$ cat src/rtl/reg_dump_reader.sv
// Debug dump reader: walks register indices 0..NREGS-1 on read port A and streams each word
// over a valid/ready link. Optional trailing checksum word when REG_DUMP_CHECKSUM_EN is defined.
module reg_dump_reader #(
  parameter int NREGS = 32,
  parameter int AW    = 5,
  parameter int DW    = 32
) (
  input  logic          clk,
  input  logic          rst,
  input  logic          start,
  input  logic          abort,
  input  logic [DW-1:0] a,
  output logic [AW-1:0] ra,
  output logic          own,
  output logic [DW-1:0] dout,
  output logic          valid,
  input  logic          ready,
  output logic          last,
  output logic          busy,
  output logic          done
);

  localparam logic [AW-1:0] LAST_IDX = AW'(NREGS - 1);

  typedef enum logic [2:0] {
    IDLE,
    LOAD,
    SEND,
`ifdef REG_DUMP_CHECKSUM_EN
    CSUM,
`endif
    FIN
  } state_t;

  state_t        state;
  logic [AW-1:0] idx;
`ifdef REG_DUMP_CHECKSUM_EN
  logic [DW-1:0] sum;
`endif

  // The address register doubles as the port A address; it only matters while own=1.
  assign ra = idx;

  // NOTE: every register here is state, so all assignments are non-blocking and the
  // whole set is cleared by the asynchronous reset, not on the next clock edge.
  always_ff @(posedge clk or posedge rst) begin
    if (rst) begin
      state <= IDLE;
      idx   <= '0;
      own   <= 1'b0;
      dout  <= '0;
      valid <= 1'b0;
      last  <= 1'b0;
      busy  <= 1'b0;
      done  <= 1'b0;
`ifdef REG_DUMP_CHECKSUM_EN
      sum   <= '0;
`endif
    end else if (state != IDLE && abort) begin
      // Abort wins over ready: an accept on this edge is simply dropped.
      state <= IDLE;
      idx   <= '0;
      own   <= 1'b0;
      valid <= 1'b0;
      last  <= 1'b0;
      busy  <= 1'b0;
      done  <= 1'b0;
    end else begin
      case (state)
        IDLE: begin
          done <= 1'b0;
          if (start) begin
            state <= LOAD;
            idx   <= '0;
            own   <= 1'b1;
            busy  <= 1'b1;
`ifdef REG_DUMP_CHECKSUM_EN
            sum   <= '0;
`endif
          end
        end

        LOAD: begin
          dout  <= a;
          valid <= 1'b1;
`ifdef REG_DUMP_CHECKSUM_EN
          sum   <= sum + a;
          last  <= 1'b0;
`else
          last  <= (idx == LAST_IDX);
`endif
          state <= SEND;
        end

        SEND: begin
          if (valid && ready) begin
            valid <= 1'b0;
            last  <= 1'b0;
            if (idx == LAST_IDX) begin
`ifdef REG_DUMP_CHECKSUM_EN
              state <= CSUM;
              dout  <= sum;
              valid <= 1'b1;
              last  <= 1'b1;
`else
              state <= FIN;
              own   <= 1'b0;
              done  <= 1'b1;
`endif
            end else begin
              idx   <= idx + 1'b1;
              state <= LOAD;
            end
          end
        end

`ifdef REG_DUMP_CHECKSUM_EN
        CSUM: begin
          if (valid && ready) begin
            valid <= 1'b0;
            last  <= 1'b0;
            own   <= 1'b0;
            done  <= 1'b1;
            state <= FIN;
          end
        end
`endif

        FIN: begin
          done  <= 1'b0;
          busy  <= 1'b0;
          state <= IDLE;
        end

        default: state <= IDLE;
      endcase
    end
  end

endmodule

$ cat config.mk
export PLATFORM = sky130hd
export DESIGN_NAME = reg_dump_reader
export DESIGN_NICKNAME = d
export VERILOG_FILES = /design/src/rtl/reg_dump_reader.sv
export SDC_FILE = /design/constraint.sdc
export NUM_CORES = 1
export LEC_CHECK = 0
export ABC_AREA = 1
export CAP_MARGIN = 25
export CORE_MARGIN = 4
export CORE_UTILIZATION = 44
export DETAILED_ROUTE_END_ITERATION = 7
export PLACE_DENSITY = 0.8
export REMOVE_ABC_BUFFERS = 1
export SYNTH_ARGS = -nofsm -noshare
export SYNTH_HDL_FRONTEND = slang
export SYNTH_SLANG_ARGS = --single-unit
export TNS_END_PERCENT = 10
$ cat constraint.sdc
create_clock -name clk -period 1.9 [get_ports clk]
set_input_delay 0.475 -clock clk [delete_from_list [all_inputs] [get_ports clk]]
set_output_delay 0.475 -clock clk [all_outputs]
set_load 0.05 [all_outputs]
==> flow_metrics.env, run 1 <==
export IMPL_finalCoreUtilization_pct=66.36
export IMPL_worst_clock_skew_ps=5.409
export IMPL_yosysMostFrequentCell="sky130_fd_sc_hd__dfrtp_1"
export IMPL_grt_most_used_layer="met2"
export IMPL_tns_ps=0
export IMPL_cp_max_fo=7
export IMPL_worstPathCellList="inv_1 > ha_1 > inv_2 > nand2_4 > nand2_1 > inv_1 > nand2_1 > nand2_1 > nand2_1 > o21ai_0"
export IMPL_vdd_drop_max_mv=1.230
export IMPL_cp_slowest_cell="sky130_fd_sc_hd__dfrtp_1"
export IMPL_internal_w=0.003210
export IMPL_power_switching_w=0.002809
export IMPL_postPlaceCellArea_sq_um=2821
export IMPL_number_of_max_capacitance_violations_reported=0
export IMPL_synth_flop_cell="sky130_fd_sc_hd__dfrtp_1"
export IMPL_detailedPlacementHpwl_microns=3206
export IMPL_post_drt_wl_per_cell_microns=14.15
export IMPL_viasPerCell=4.821
export IMPL_met2_usage_pct=26.45
export IMPL_fp_dieArea_sq_um=5855
export IMPL_crit_arrival_ps=1910
export IMPL_htree_num_levels=2
export IMPL_crit_path_max_incr_delay_ps=410
export IMPL_gr_util_met1_pct=18.26
export IMPL_setup_violations=0
export IMPL_worst_setup_hold_path_clk_slew_ps=80
export IMPL_mean_post_synth_cell_area_sq_um=12.52
export IMPL_ctsLongestPathBuffers=2
export IMPL_first_global_vias=1572
export IMPL_yosysUniqueCellTypes=20
export IMPL_wl_microns=4358
export IMPL_synth_seq_area_share_pct=53.30
export IMPL_finish_net_count=299
export IMPL_max_slew_margin_pct=81.81
export IMPL_gp_congestion=0.8592
export IMPL_finalCritPeriodShare_pct=89.97
export IMPL_drcViolationCount=0
export IMPL_grt_first_pass_wirelength_microns=7362
export IMPL_synth_seq_cells=44
export IMPL_end_kind="flip-flop"
export IMPL_number_of_cell_rows=24
export IMPL_gr_usage_met3_pct=6.856
export IMPL_clockPowerShare_pct=10.2
export IMPL_grt_overflow=0
export IMPL_preCtsSetupSlack_ps=8.196
export IMPL_design_power_total_w=0.006019
export IMPL_yosys_top_cells_count="44 x sky130_fd_sc_hd__dfrtp_1, 35 x sky130_fd_sc_hd__nand2_1, 30 x sky130_fd_sc_hd__mux2_4, 10 x sky130_fd_sc_hd__nor2_1, 9 x sky130_fd_sc_hd__inv_1"
export IMPL_dr_pass1_iters=4
export IMPL_min_delay_path_class="flip-flop to flip-flop"
export IMPL_sequential_cell_area_sq_um=1102
export IMPL_seqPwrFrac_pct=27.1
export IMPL_run_status="complete, no violations"
export IMPL_critical_path_top_cell_by_count="sky130_fd_sc_hd__nand2_1"
export IMPL_yosysWarnings=0
export IMPL_synthCells=165
export IMPL_die_y_microns=76.52
export IMPL_async_flop_share_pct=100.0
export IMPL_hold_viol=0
export IMPL_slew_violations=0
export IMPL_mappedNetlistArea_sq_um=2066
export IMPL_clock_latency_ps=290
export IMPL_criticalPathCategory="flip-flop to flip-flop"
export IMPL_synthDominantCellAreaShare_pct=53.30
export IMPL_final_area_sq_um=2949
export IMPL_nature_of_the_critical_path_startpoint="flip-flop"
export IMPL_leakage_power_of_the_design_nw=1.540
export IMPL_total_cts_buffers=5
export IMPL_grt_start_max_net_pins=45
export IMPL_dr_total_vias=1485
export IMPL_worst_pin_slew_ps=270.0
export IMPL_cts_tree="built"
export IMPL_fill_cells=350
export IMPL_cts_sink_count=44
export IMPL_floorplan_core_area_sq_um=4444
export IMPL_switching_share_pct=46.67
export IMPL_worstPathRequired_ps=2100
export IMPL_antenna_violations_before_repair=0
export IMPL_multi_input_comb_area_sq_um=863.3
export IMPL_cts_hold_buffers_added=0
export IMPL_maximum_operating_frequency_ghz=0.5850
export IMPL_p_comb_share_pct=62.7
export IMPL_cell_taking_the_most_area_after_synthesis="sky130_fd_sc_hd__dfrtp_1"
export IMPL_grt_setup_unrepaired="no"
export IMPL_buffer_ports_inserted=78
export IMPL_ys_top_cells_by_area="sky130_fd_sc_hd__dfrtp_1 53%, sky130_fd_sc_hd__mux2_4 22%, sky130_fd_sc_hd__nand2_1 6.4%"
export IMPL_initial_core_util_pct=46.48
export IMPL_final_layout_size_suffix_gt1_share_pct=37.89
export IMPL_period_minus_slack_ps=1709
export IMPL_clock_tree_root_cell="sky130_fd_sc_hd__clkbuf_8"
export IMPL_final_setup_worst_slack_ps=190.6
export IMPL_io_pins=79
export IMPL_globalRouteTotalUtil_pct=15.66
export IMPL_antenna_diode_count=0
export IMPL_antenna_left=0
export IMPL_area_growth_synth_to_final_pct=42.76
export IMPL_die_width_microns=76.52
export IMPL_power_density_cell_area_nw_per_um2=2041
export IMPL_post_synth_edffs=0
export IMPL_drtIter0Drc=33
cell type report:
class / count / share of cell area [%]
clock buffer: 7 / 3.267
sequential: 44 / 37.38
timing repair buffer: 87 / 26.47
inverter: 11 / 1.400
multi-input combinational: 107 / 29.27
tap: 52 / 2.206
power by group through the flow:
stage	sequential, W	combinational [W]	clock (W)
after floorplan	0.00302	0.00125	0
final	0.00163	0.00377	0.000612
after global routing	0.00169	0.00397	0.000680
after CTS	0.00164	0.00375	0.000641
after detailed placement	0.00163	0.00375	0
after global placement	0.00164	0.00368	0
worst max-delay path: cells and delay by family (launching register included):
family / cells / cell delay (ps)
fa+ha+maj: 1 / 270
simple gates: 5 / 510
flops: 1 / 410
buf+inv: 3 / 340
compound gates: 1 / 80
kinds of logic after synthesis:
family	Yosys count	share of synthesized area (%)
mux	32	22.90
simple gates	58	12.11
flops	44	53.30
compound gates	11	3.150
fa+ha+maj	6	3.634
buf+inv	14	4.906
sequential cells by signal, summed over array words and instances, names as in the netlist:
| register | flops |
|---|---|
| done | 1 |
| ra | 5 |
| own | 1 |
| last | 1 |
| busy | 1 |
| valid | 1 |
| dout | 32 |
| state | 2 |
metal layers:
metal  part of all wire, %  wire length, microns
met5                     0                     0
met4                  0.78                    34
met3                   8.7                   378
met2                    49                  2147
met1                    41                  1797
path summary, 6_finish.rpt:
check | from | end | slack [ps] | cells past startpoint
min reg2reg | last$_DFFE_PP0P_ | last$_DFFE_PP0P_ | 500 | 2
max in group asynchronous | rst | state[1]$_DFFE_PP0P_ | 1140 | 3
max | state[0]$_DFFE_PP0P_ | state[1]$_DFFE_PP0P_ | 190 | 10
max reg2reg | state[0]$_DFFE_PP0P_ | state[1]$_DFFE_PP0P_ | 190 | 10
min | last$_DFFE_PP0P_ | last$_DFFE_PP0P_ | 500 | 2
min in group asynchronous | rst | dout[29]$_DFFE_PP0P_ | 530 | 3
per-stage QoR:
stage          hold WS, ps  instances
3_3_place_gp         465.2        297
6_report             497.3        308
4_1_cts              504.1        304
3_5_place_dp         470.9        297
2_1_floorplan        495.8        162
5_1_grt              532.8        308
cells in the final DEF (no fill, tap or decap):
| cell | n |
|---|---|
| sky130_fd_sc_hd__nand4_1 | 1 |
| sky130_fd_sc_hd__o21ai_0 | 4 |
| sky130_fd_sc_hd__dfrtp_2 | 1 |
| sky130_fd_sc_hd__mux2_2 | 2 |
| sky130_fd_sc_hd__o211ai_1 | 1 |
| sky130_fd_sc_hd__or2_2 | 1 |
| sky130_fd_sc_hd__clkinv_1 | 1 |
| sky130_fd_sc_hd__clkdlybuf4s50_1 | 36 |
| sky130_fd_sc_hd__buf_12 | 3 |
| sky130_fd_sc_hd__nand2_1 | 35 |
| sky130_fd_sc_hd__a211oi_1 | 1 |
| sky130_fd_sc_hd__mux2_4 | 30 |
| sky130_fd_sc_hd__buf_4 | 48 |
| sky130_fd_sc_hd__dfrtp_1 | 43 |
| sky130_fd_sc_hd__clkbuf_8 | 7 |
| sky130_fd_sc_hd__nand3_1 | 8 |
| sky130_fd_sc_hd__o21a_1 | 1 |
| sky130_fd_sc_hd__nand2_4 | 2 |
| sky130_fd_sc_hd__inv_2 | 2 |
| sky130_fd_sc_hd__ha_1 | 6 |
| sky130_fd_sc_hd__a21oi_1 | 3 |
| sky130_fd_sc_hd__nor2_2 | 1 |
| sky130_fd_sc_hd__nor2_1 | 10 |
| sky130_fd_sc_hd__inv_1 | 8 |
| sky130_fd_sc_hd__a22oi_1 | 1 |
repair_timing:
action / in CTS / in global routing
endpoints found under the setup margin: 0 / 2
gates resized for setup: 0 / 1
setup buffers: 0 / 4
Power figures use the tool's default switching activity.
==> inputs of run 2 (changes only) <==
CORE_MARGIN = default   (was 4)
==> run 2 against run 1 <==
Effect of this change: the flow now finishes with violations (DRC); critical endpoint is now ra[1]$_DFFE_PP0P_; power is 0.86% lower; maximum frequency is 0.33% higher; combinational power about the same; routed wire length shrank 7.5%; sequential cell count unchanged; clock skew fell by 0.99 ps.
==> flow_metrics.env, run 2 (synthesized netlist as in run 1, its figures left out) <==
export IMPL_number_of_max_capacitance_violations_reported=0
export IMPL_detailedPlacementHpwl_microns=3026
export IMPL_registers_top_by_ff_count="dout"
export IMPL_buffer_ports_inserted=78
export IMPL_first_global_vias=1530
export IMPL_end_kind="flip-flop"
export IMPL_wl_microns=4030
export IMPL_gp_congestion=0.8147
export IMPL_dr_total_vias=1466
export IMPL_vdd_drop_max_mv=1.352
export IMPL_drtIter0Drc=119
export IMPL_min_delay_path_class="flip-flop to flip-flop"
export IMPL_setup_reg_to_reg_worst_slack_ps=200
export IMPL_clockPowerShare_pct=9.9
export IMPL_globalRouteTotalUtil_pct=18.16
export IMPL_fp_dieArea_sq_um=4973
export IMPL_worst_setup_hold_path_clk_slew_ps=80
export IMPL_antenna_left=0
export IMPL_critPathTopFamily="simple AND/OR/NAND/NOR gates"
export IMPL_worst_clock_skew_ps=4.419
export IMPL_htree_num_levels=2
export IMPL_cts_tree="built"
export IMPL_floorplan_core_area_sq_um=4444
export IMPL_ctsLongestPathBuffers=2
export IMPL_clock_latency_ps=290
export IMPL_post_drt_wl_per_cell_microns=13.17
export IMPL_number_of_cell_rows=24
export IMPL_die_y_microns=70.52
export IMPL_dp_cells=298
export IMPL_design_power_total_w=0.005968
export IMPL_worstPathCellList="ha_1 > nand2_1 > nor2_1 > ha_1 > nor2_1 > nor2_1 > nor2_2 > inv_2 > nand2_1 > nand2_1"
export IMPL_final_cell_count_no_fill=306
export IMPL_finish_net_count=296
export IMPL_grt_overflow=0
export IMPL_cts_hold_buffers_added=0
export IMPL_grt_setup_unrepaired="no"
export IMPL_final_layout_size_suffix_gt1_share_pct=37.80
export IMPL_worstPathRequired_ps=2090
export IMPL_max_reg_flops=32
export IMPL_drcViolationCount=6
export IMPL_finalCoreUtilization_pct=66.08
export IMPL_crit_path_max_incr_delay_ps=440
export IMPL_maximum_operating_frequency_ghz=0.5870
export IMPL_grt_start_max_net_pins=45
export IMPL_criticalPathCategory="flip-flop to flip-flop"
export IMPL_worst_pin_slew_ps=276.5
export IMPL_cp_slowest_cell="sky130_fd_sc_hd__dfrtp_1"
export IMPL_antenna_diode_count=0
export IMPL_fill_cells=358
export IMPL_clock_tree_root_cell="sky130_fd_sc_hd__clkbuf_8"
export IMPL_finalCritPeriodShare_pct=89.67
export IMPL_tns_ps=0
export IMPL_max_slew_margin_pct=81.37
export IMPL_initial_core_util_pct=46.48
export IMPL_critical_path_buf_inv_count=1
export IMPL_power_density_cell_area_nw_per_um2=2032
export IMPL_internal_w=0.003171
export IMPL_slew_violations=0
export IMPL_run_status="complete, but fails checks"
export IMPL_grt_first_pass_wirelength_microns=7044
export IMPL_nature_of_the_critical_path_startpoint="flip-flop"
export IMPL_die_width_microns=70.52
export IMPL_most_common_layout_cells="44 x sky130_fd_sc_hd__dfrtp_1, 44 x sky130_fd_sc_hd__buf_4, 36 x sky130_fd_sc_hd__clkdlybuf4s50_1"
export IMPL_switching_share_pct=46.86
export IMPL_period_minus_slack_ps=1704
export IMPL_antenna_violations_before_repair=0
export IMPL_viasPerCell=4.791
export IMPL_dr_pass1_iters=6
export IMPL_seqPwrFrac_pct=27.3
export IMPL_setup_violations=0
export IMPL_cp_max_fo=6
export IMPL_power_switching_w=0.002797
export IMPL_io_pins=79
export IMPL_area_growth_synth_to_final_pct=42.16
export IMPL_cts_setup_buffers=0
export IMPL_p_comb_share_pct=62.8
export IMPL_hold_viol=0
export IMPL_leakage_power_of_the_design_nw=1.531
export IMPL_crit_arrival_ps=1890
export IMPL_total_cts_buffers=5
export IMPL_hold_worst_slack_ps=496.2
export IMPL_violations_in_the_final_reports="DRC"
export IMPL_cts_sink_count=44
run 2: final timing paths:
path | start | endpoint | cells past startpoint
setup / recovery | ra[1]$_DFFE_PP0P_ | ra[1]$_DFFE_PP0P_ | 10
hold / removal | last$_DFFE_PP0P_ | last$_DFFE_PP0P_ | 2
setup reg to reg | ra[1]$_DFFE_PP0P_ | ra[1]$_DFFE_PP0P_ | 10
hold reg to reg | last$_DFFE_PP0P_ | last$_DFFE_PP0P_ | 2
max in group asynchronous | rst | dout[5]$_DFFE_PP0P_ | 3
min in group asynchronous | rst | done$_DFFE_PP0P_ | 3
run 2: timing repair:
action,CTS,global route
gates resized for setup,0,1
hold endpoints to repair,0,0
setup endpoints to repair,0,5
run 2: worst reg2reg max path: stages (launching register included):
cell and delay [ps]:
sky130_fd_sc_hd__dfrtp_1 440, sky130_fd_sc_hd__ha_1 210, sky130_fd_sc_hd__nand2_1 80, sky130_fd_sc_hd__nor2_1 50
sky130_fd_sc_hd__ha_1 230, sky130_fd_sc_hd__nor2_1 120, sky130_fd_sc_hd__nor2_1 60, sky130_fd_sc_hd__nor2_2 190
sky130_fd_sc_hd__inv_2 100, sky130_fd_sc_hd__nand2_1 70, sky130_fd_sc_hd__nand2_1 50
run 2: layout make-up:
cell class	count	area, sq um	area share [%]
flip-flops and latches	44	1101	37.49
multi-input cells	107	865.8	29.48
repair buffers	84	770.7	26.25
clock buffers	6	82.58	2.812
well taps	52	65.06	2.216
inverters	11	41.29	1.406
clock inverters	2	10.01	0.3409
run 2: through the flow:
| step | setup slack, ps | area [sq um] |
|---|---|---|
| after CTS | 193.4 | 2934 |
| after floorplan | 47.95 | 2006 |
| after detailed placement | 41.59 | 2841 |
| after global placement | 52.08 | 2841 |
| after global routing | 2.485 | 2937 |
| final | 196.3 | 2937 |
run 2: power by group through the flow:
stage                     combinational (W)  sequential, W  clock [W]
after floorplan                     0.00125        0.00302          0
after CTS                           0.00377        0.00163   0.000619
after global routing                0.00394        0.00168   0.000659
after detailed placement            0.00378        0.00162          0
final                               0.00375        0.00163   0.000593
after global placement              0.00372        0.00164          0
run 2: routing by layer:
layer	track usage (%)	vias up	routed length [microns]	part of all wire [%]
li1	-	722	-	-
met1	23.26	691	1855	46
met2	30.74	51	1925	48
met3	5.051	2	234	5.8
met4	4.082	0	15	0.37
met5	0	-	0	0
==> inputs of run 3 (changes only) <==
ABC_AREA = 0   (was 1)
==> run 3 against run 2 <==
Effect of this change: the flow still finishes with violations (DRC); hold slack better by 4.1 ps; maximum frequency is 5.1% lower; non-clock buffer count grew 10; via count rose by 1.9%; power grew 3.2%; core utilization is 3.2 points higher; largest cell class unchanged.
==> flow_metrics.env, run 3 <==
export IMPL_end_kind="flip-flop"
export IMPL_yosys_top_cells_count="44 x sky130_fd_sc_hd__dfrtp_1, 30 x sky130_fd_sc_hd__mux2_4, 7 x sky130_fd_sc_hd__nand2_1, 6 x sky130_fd_sc_hd__ha_1"
export IMPL_wl_microns=4544
export IMPL_clock_tree_root_cell="sky130_fd_sc_hd__clkbuf_8"
export IMPL_slew_violations=0
export IMPL_drcViolationCount=4
export IMPL_mostFrequentLayoutCell="sky130_fd_sc_hd__buf_4"
export IMPL_period_minus_slack_ps=1795
export IMPL_worst_setup_hold_path_clk_slew_ps=80
export IMPL_preCtsSetupSlack_ps=-3.822
export IMPL_synthDominantCellAreaShare_pct=52.07
export IMPL_grt_first_pass_wirelength_microns=7755
export IMPL_detailedPlacementHpwl_microns=3420
export IMPL_viasPerCell=5.013
export IMPL_tns_ps=0
export IMPL_first_global_vias=1616
export IMPL_finish_net_count=288
export IMPL_registers_top_by_ff_count="dout"
export IMPL_mappedNetlistArea_sq_um=2115
export IMPL_crit_arrival_ps=1990
export IMPL_total_cts_buffers=5
export IMPL_number_of_max_capacitance_violations_reported=0
export IMPL_hold_worst_slack_ps=500.2
export IMPL_final_cell_count_no_fill=298
export IMPL_cts_hold_buffers_added=0
export IMPL_nature_of_the_critical_path_startpoint="flip-flop"
export IMPL_worst_pin_slew_ps=321.9
export IMPL_die_y_microns=71.33
export IMPL_criticalPathCategory="flip-flop to flip-flop"
export IMPL_async_flop_share_pct=100.0
export IMPL_number_of_cell_rows=24
export IMPL_die_width_microns=71.33
export IMPL_antenna_left=0
export IMPL_initial_core_util_pct=47.26
export IMPL_worst_clock_skew_ps=4.253
export IMPL_postCtsResizedCells=0
export IMPL_dr_pass1_iters=7
export IMPL_htree_num_levels=2
export IMPL_worstPathRequired_ps=2090
export IMPL_clock_latency_ps=300
export IMPL_setup_violations=0
export IMPL_fp_dieArea_sq_um=5087
export IMPL_cts_sink_count=44
export IMPL_hold_viol=0
export IMPL_fill_cells=332
export IMPL_globalRouteTotalUtil_pct=19.65
export IMPL_antenna_diode_count=0
export IMPL_synth_seq_area_share_pct=52.07
export IMPL_ys_top_cells_by_area="sky130_fd_sc_hd__dfrtp_1 52%, sky130_fd_sc_hd__mux2_4 21%, sky130_fd_sc_hd__ha_1 3.6%"
export IMPL_maximum_operating_frequency_ghz=0.5570
export IMPL_gp_congestion=0.7974
export IMPL_cell_taking_the_most_area_after_synthesis="sky130_fd_sc_hd__dfrtp_1"
export IMPL_yosysWarnings=0
export IMPL_yosysMostFrequentCell="sky130_fd_sc_hd__dfrtp_1"
export IMPL_synth_seq_cells=44
export IMPL_leakage_power_of_the_design_nw=1.526
export IMPL_dr_total_vias=1494
export IMPL_vdd_drop_max_mv=1.176
export IMPL_area_growth_synth_to_final_pct=46.69
export IMPL_grt_overflow=0
export IMPL_mean_post_synth_cell_area_sq_um=14.19
export IMPL_post_drt_wl_per_cell_microns=15.25
export IMPL_ctsLongestPathBuffers=2
export IMPL_buffer_ports_inserted=78
export IMPL_grt_start_max_net_pins=45
export IMPL_drtIter0Drc=51
export IMPL_run_status="complete, but fails checks"
export IMPL_finalCoreUtilization_pct=69.32
export IMPL_power_density_cell_area_nw_per_um2=1986
export IMPL_max_reg_flops=32
export IMPL_finalCritPeriodShare_pct=94.50
export IMPL_dp_cells=290
export IMPL_cts_setup_buffers=0
export IMPL_setup_worst_path_start="ra[0]$_DFFE_PP0P_"
export IMPL_post_synth_edffs=0
export IMPL_synth_flop_cell="sky130_fd_sc_hd__dfrtp_1"
export IMPL_yosysUniqueCellTypes=36
export IMPL_grt_setup_unrepaired="no"
export IMPL_synthCells=149
export IMPL_cp_max_fo=3
export IMPL_most_common_layout_cells="54 x sky130_fd_sc_hd__buf_4, 44 x sky130_fd_sc_hd__dfrtp_1, 36 x sky130_fd_sc_hd__clkdlybuf4s50_1"
export IMPL_io_pins=79
export IMPL_floorplan_core_area_sq_um=4474
export IMPL_max_slew_margin_pct=78.54
export IMPL_min_delay_path_class="input port to async pin"
export IMPL_antenna_violations_before_repair=0
export IMPL_final_layout_size_suffix_gt1_share_pct=44.72
export IMPL_launching_point_of_the_worst_reg2reg_path="ra[0]$_DFFE_PP0P_"
export IMPL_cts_tree="built"
export IMPL_final_setup_worst_slack_ps=104.5
export IMPL_violations_in_the_final_reports="DRC"
-- run 3: cell count changes in the layout (fill, tap and decap cells not counted), sizes merged, moves of 4 or more --
cell,before,now
nor2b,0,5
nand2,37,9
nor2,11,4
nand3,8,4
inv,11,4
buf,48,58
-- run 3: final cells by class --
| cell class | instances | area (sq um) | area share [%] |
|---|---|---|---|
| tap | 52 | 65.06 | 2.098 |
| inverter | 5 | 18.77 | 0.6051 |
| clock inverter | 2 | 38.79 | 1.251 |
| multi-input combinational | 95 | 949.7 | 30.62 |
| sequential | 44 | 1101 | 35.50 |
| timing repair buffer | 94 | 845.8 | 27.27 |
| clock buffer | 6 | 82.58 | 2.662 |
-- run 3: critical path: stages, from the launching register on --
cell	delay, ps
sky130_fd_sc_hd__dfrtp_1	390
sky130_fd_sc_hd__ha_2	190
sky130_fd_sc_hd__and3_1	180
sky130_fd_sc_hd__ha_1	190
sky130_fd_sc_hd__and3b_2	260
sky130_fd_sc_hd__and4_4	230
sky130_fd_sc_hd__o21ai_2	50
sky130_fd_sc_hd__a32o_1	200
-- run 3: per-layer routing --
layer / track usage [%] / wire length [microns]
met1: 23.37 / 1874
met5: 0 / 0
met4: 7.333 / 87
met2: 34.18 / 2380
met3: 5.204 / 202
-- run 3: path summary, 6_finish.rpt --
path	slack [ps]	to	cells past startpoint
worst max-delay path	100	ra[3]$_DFFE_PP0P_	7
worst min-delay path	500	dout[10]$_DFFE_PP0P_	3
worst max register to register	100	ra[3]$_DFFE_PP0P_	7
worst min register to register	520	dout[24]$_DFFE_PP0P_	1
max in group asynchronous	1190	last$_DFFE_PP0P_	3
min in group clk	520	dout[24]$_DFFE_PP0P_	1
-- run 3: report_power, final --
group          internal [W]  switching, W
Clock              0.000430      0.000324
Sequential          0.00135      0.000264
Combinational       0.00159       0.00220
Total               0.00337       0.00279
-- run 3: cell families after synthesis --
kind of cell / count (synthesis) / synth area share, %
fa+ha+maj: 6 / 3.550
flops: 44 / 52.07
buf+inv: 10 / 3.254
mux: 36 / 24.32
compound gates: 21 / 6.627
simple gates: 32 / 10.18
-- run 3: per-stage QoR --
step | power [W] | instance area, sq um
floorplan | 0.004230 | 2064
global placement | 0.005367 | 2975
detailed placement | 0.005429 | 2975
CTS | 0.006206 | 3097
global route | 0.006475 | 3102
finish | 0.006161 | 3102
